===== src/rtl/lc3_pkg.sv =====
// rtl/lc3_pkg.sv - shared constants, mux encodings and CC types for the LC-3 register file
package lc3_pkg;

  localparam int DATA_W     = 16;
  localparam int NREGS      = 8;
  localparam int REG_ADDR_W = 3;

  localparam logic [REG_ADDR_W-1:0] R7_ADDR   = 3'd7;
  localparam logic [2:0]            NZP_RESET = 3'b010;

  localparam logic DRMUX_IR     = 1'b0;
  localparam logic DRMUX_R7     = 1'b1;
  localparam logic SR1MUX_IR119 = 1'b0;
  localparam logic SR1MUX_IR86  = 1'b1;

  typedef struct packed {
    logic n;
    logic z;
    logic p;
  } nzp_t;

  function automatic nzp_t cc_from_bus(input logic [DATA_W-1:0] bus);
    nzp_t cc;
    cc.n = bus[DATA_W-1];
    cc.z = (bus == '0);
    cc.p = !bus[DATA_W-1] && (bus != '0);
    return cc;
  endfunction

endpackage


===== src/rtl/lc3_nzp_ben.sv =====
// rtl/lc3_nzp_ben.sv - condition-code and branch-enable registers
module lc3_nzp_ben
  import lc3_pkg::*;
(
  input  logic              clk,
  input  logic              rst,
  input  logic [DATA_W-1:0] bus,
  input  logic              ld_cc,
  input  logic              ld_ben,
  input  logic [2:0]        ir_cc,
  output nzp_t              nzp,
  output logic              ben
);

  // BEN samples the NZP held before this edge, so a same-edge LD_CC is not seen until later.
  always_ff @(posedge clk or posedge rst) begin
    if (rst) begin
      nzp <= nzp_t'(NZP_RESET);
      ben <= 1'b0;
    end else begin
      if (ld_cc) begin
        nzp <= cc_from_bus(bus);
      end
      if (ld_ben) begin
        ben <= (ir_cc[2] & nzp.n) | (ir_cc[1] & nzp.z) | (ir_cc[0] & nzp.p);
      end
    end
  end

endmodule


===== src/rtl/lc3_reg_file.sv =====
// rtl/lc3_reg_file.sv - LC-3 GPR file with operand decode, SEXT imm5 and CC/BEN state
module lc3_reg_file
  import lc3_pkg::*;
(
  input  logic              Clk,
  input  logic              Reset,
  input  logic [DATA_W-1:0] IR,
  input  logic [DATA_W-1:0] BUS,
  input  logic              LD_REG,
  input  logic              LD_CC,
  input  logic              LD_BEN,
  input  logic              DRMUX,
  input  logic              SR1MUX,
  output logic [DATA_W-1:0] SR1_OUT,
  output logic [DATA_W-1:0] SR2_OUT,
  output logic [DATA_W-1:0] SEXT_4,
  output logic              SR2MUX,
  output logic              N,
  output logic              Z,
  output logic              P,
  output logic              BEN
);

  logic [DATA_W-1:0]     regs [NREGS];
  logic [REG_ADDR_W-1:0] dr;
  logic [REG_ADDR_W-1:0] sr1;
  logic [REG_ADDR_W-1:0] sr2;
  nzp_t                  nzp;

  // Opcode bits are decoded by the control unit, not here.
  logic unused_opcode;
  assign unused_opcode = &{1'b0, IR[15:12]};

  assign dr  = (DRMUX == DRMUX_R7) ? R7_ADDR : IR[11:9];
  assign sr1 = (SR1MUX == SR1MUX_IR86) ? IR[8:6] : IR[11:9];
  assign sr2 = IR[2:0];

  // Reads see only committed state; a same-cycle write appears after the edge.
  assign SR1_OUT = regs[sr1];
  assign SR2_OUT = regs[sr2];
  assign SEXT_4  = {{(DATA_W-5){IR[4]}}, IR[4:0]};
  assign SR2MUX  = IR[5];

  always_ff @(posedge Clk or posedge Reset) begin
    if (Reset) begin
      for (int i = 0; i < NREGS; i++) begin
        regs[i] <= '0;
      end
    end else if (LD_REG) begin
      regs[dr] <= BUS;
    end
  end

  lc3_nzp_ben u_nzp_ben (
    .clk    (Clk),
    .rst    (Reset),
    .bus    (BUS),
    .ld_cc  (LD_CC),
    .ld_ben (LD_BEN),
    .ir_cc  (IR[11:9]),
    .nzp    (nzp),
    .ben    (BEN)
  );

  assign N = nzp.n;
  assign Z = nzp.z;
  assign P = nzp.p;

endmodule

===== config.mk =====
export PLATFORM = sky130hd
export DESIGN_NAME = lc3_reg_file
export DESIGN_NICKNAME = d
export VERILOG_FILES = /design/src/rtl/lc3_pkg.sv /design/src/rtl/lc3_nzp_ben.sv /design/src/rtl/lc3_reg_file.sv
export SDC_FILE = /design/constraint.sdc
export NUM_CORES = 1
export LEC_CHECK = 0
export ABC_CLOCK_PERIOD_IN_PS = 5650
export CAP_MARGIN = 10
export CORE_MARGIN = 5
export CORE_UTILIZATION = 60
export CTS_CLUSTER_DIAMETER = 50
export DETAILED_ROUTE_END_ITERATION = 10
export DONT_BUFFER_PORTS = 1
export PLACE_DENSITY_LB_ADDON = 0.05
export SYNTH_ARGS = -nofsm -noshare
export SYNTH_HDL_FRONTEND = slang
export SYNTH_HIERARCHICAL = 1
export SYNTH_SLANG_ARGS = --single-unit

===== constraint.sdc =====
create_clock -name Clk -period 5.65 [get_ports Clk]
set_clock_uncertainty 0.15 [all_clocks]
set_input_delay 1.4125 -clock Clk [delete_from_list [all_inputs] [get_ports Clk]]
set_output_delay 1.4125 -clock Clk [all_outputs]
set_load 0.02 [all_outputs]

==> impl_results.md <==
- Maxcap violations: 0
- P&R area growth vs syn: 7.295%
- Synthesized cell area: 0.007238 mm^2
- Largest net degree at the start of global routing: 52
- CP max FO: 33
- Comb power frac: 21.1%
- Antenna violations before repair: 0
- Status: finished, final reports clean
- Remaining DRCs: 0
- Power per cell area: 397.0 mW/mm^2
- Leakage: 3.301 nW
- Cell at the slowest stage of the critical path: mux4_1
- Crit end category: primary output
- CTS tree: done
- Most used cell along the critical path: nand2_1
- Clock sink count: 132
- H-Tree Depth: 4
- Met3 Track Usage GR: 8.200%
- Die area: 0.01436 mm^2
- Clock Power Share: 36.5%
- Vias in the first global route: 4449
- Met2 Track Usage GR: 38.70%
- Via count: 4106
- Syn_nets: 518
- Drt wl/cell: 26.35 um
- Tcrit/Tclk final: 81.23%
- Reg2reg start: u_nzp_ben/nzp[0]$_DFFE_PP0P_
- CTS resizes: 0
- Port Buffer Count: 0
- Syn avg cell area: 15.11 um^2
- Slew headroom: 23.09%
- Met1 Use GR: 34.03%
- Min-delay src: regs[19]$_DFFE_PP0P_
- Slew @ Worst Pin: 1.154 ns
- ANT nets after route: 0
- Post-layout min period: 4.590 ns
- Busiest metal layer after global routing: met2
- Final GP Congestion: 0.7785
- Peak VDD IR: 0.3076 mV
- First-pass GRT wire length: 26.74 mm
- R2R setup slack: 4.45 ns
- Final hold slack: 0.3527 ns
- Startpoint class of the critical path: input pin
- Syn. warnings: 6
- Int Pwr: 2.270 mW
- Ant. Diodes: 0
- Final Routed Wirelength: 16.28 mm
- Synth async-reset ratio: 100.0%
- Post-Synthesis Cells: 479
- EDFF count, synth: 0
- GRT Overall Usage: 24.86%
- CTS root buf: clkbuf_16
- Worst-path cell chain: mux2i_4 -> buf_4 -> mux4_1 -> nand2_1 -> nand2_1
- Hold endpoint: regs[19]$_DFFE_PP0P_
- Setup_tns: 0 ns
- Worst skew pair latency: 0.41 ns
- Clk slew on worst S/H paths: 0.05 ns
- Fillers: 893
- Total CTS buffers: 17
- Vias per cell: 6.644
- DR iter-0 viols: 255
- Final non-filler cell total: 618
- Psw: 813.6 uW
- CTS Buffer Depth: 2
- R2r worst-path depth: 2
- Row count: 40
- Yosys reg bits: 132
- Post-CTS setup-driven buffer insertion count: 0
- Synth unique cells: 37
- RSZ-0062 raised after global routing: no
- Chip Height: 119.8 um
- Hold Fails Final Rpt: 0
- Core ar.: 0.01191 mm^2
- CP Data Required Time: 4.09 ns
- I/O pin count: 92
- Worst hold path depth: 1
- Slew Limit Fails: 0
- Critical Path AT: 3.03 ns
- Placed cells: 586
- RR Endpoint: u_nzp_ben/ben$_DFFE_PP0P_
- Die width: 119.8 um
- Share of layout cells above drive strength 1: 44.59%
- Max Fclk: 217.9 MHz
- Sequential Power Share: 42.4%
- Hold Path Class: flip-flop to flip-flop
- Post-DP HPWL: 9.641 mm
- Synth Flop Type: dfrtp_1
- CP Class: input pin to primary output
- Drt pass-1 iters: 4
- Critical path's largest stage delay: 0.64 ns
- Critical path launch point: SR1MUX
- Switching Fraction: 26.39%
- Starting density of the core: 60.77%
- Nets@finish: 497
- GRT overflow: 0
- Post-synthesis sequential area ratio: 45.65%
- Hold-fix buffers at CTS: 0
- Setup-failing EPs final: 0
cell usage after synthesis, types with 3 or more instances:
cell | instances | area share (%)
a21oi_1 | 3 | 0.21
and3_1 | 3 | 0.26
buf_2 | 16 | 1.1
buf_4 | 20 | 2.1
buf_6 | 8 | 1.2
clkbuf_1 | 3 | 0.16
dfrtp_1 | 131 | 45
inv_1 | 5 | 0.26
mux2_1 | 45 | 7.0
mux2_2 | 99 | 15
mux4_1 | 4 | 1.5
mux4_2 | 59 | 18
nand2_1 | 48 | 2.5
nor3b_4 | 3 | 0.78
o21ai_0 | 4 | 0.28
how the worst max path moves through the flow:
stage	to	slack (ns)
after floorplan	regs[0]$_DFFE_PP0P_	0.67
after global placement	SR1_OUT[2]	1.10
after detailed placement	SR1_OUT[2]	1.05
after CTS	SR1_OUT[2]	1.05
after global routing	SR1_OUT[2]	1.01
final	SR1_OUT[2]	1.06
logic make-up (layout without fill, tap and decap cells):
group	count (synthesis)	after routing	share of synthesized area (%)
compound gates	16	16	1.435
mux	210	210	42.97
simple gates	68	68	5.048
buf+inv	53	45	4.892
flops	132	132	45.65
cell usage in the layout, fill, tap and decap left out, types with 3 or more instances in the layout:
| cell type | count |
|---|---|
| and3_1 | 3 |
| bufinv_16 | 3 |
| buf_4 | 8 |
| inv_1 | 4 |
| mux4_2 | 59 |
| mux2_1 | 45 |
| o21ai_0 | 4 |
| nand2_1 | 48 |
| nor3b_4 | 3 |
| clkinv_2 | 4 |
| a21oi_1 | 3 |
| mux2_2 | 99 |
| dfrtp_1 | 131 |
| clkbuf_8 | 4 |
| clkbuf_16 | 17 |
| mux4_1 | 4 |
power groups by stage:
| stage | Combinational (mW) | Sequential [mW] | Clock [mW] |
|---|---|---|---|
| after global routing | 0.707 | 1.34 | 1.19 |
| after detailed placement | 0.657 | 1.32 | 0 |
| after floorplan | 0.615 | 1.26 | 0 |
| final | 0.650 | 1.31 | 1.13 |
| after CTS | 0.659 | 1.30 | 1.15 |
| after global placement | 0.637 | 1.31 | 0 |
metrics by stage:
step	cell area [um^2]	setup WS (ns)	power, mW	utilization [%]
2_1_floorplan	7238	0.6749	1.876	-
3_3_place_gp	7153	1.100	1.943	60.05
3_5_place_dp	7153	1.051	1.976	60.05
4_1_cts	7766	1.051	3.109	65.20
5_1_grt	7766	1.009	3.235	65.20
6_report	7766	1.060	3.083	65.20
routing by layer:
metal | part of all wire, % | vias to the layer above
met4 | 1.3 | 0
met3 | 6.2 | 20
met1 | 44 | 2206
met2 | 49 | 111
met5 | 0 | -
li1 | - | 1769
sequential cells by signal, indices dropped and copies added (netlist names):
name	flops
regs	128
u_nzp_ben/nzp	3
u_nzp_ben/ben	1
final cells by class:
class | count | area [um^2] | area share [%]
clock buffers | 23 | 488.0 | 6.283
well taps | 147 | 183.9 | 2.368
flip-flops and latches | 132 | 3304 | 42.55
clock inverters | 9 | 125.1 | 1.611
repair buffers | 8 | 60.06 | 0.7733
multi-input cells | 294 | 3583 | 46.14
inverters | 5 | 21.27 | 0.2739
critical path, delay by kind of cell:
family / cells / cell delay [ns]
buf+inv: 1 / 0.50
mux: 2 / 0.82
simple gates: 2 / 0.24
Note: power is estimated with default switching activity, not from simulation.
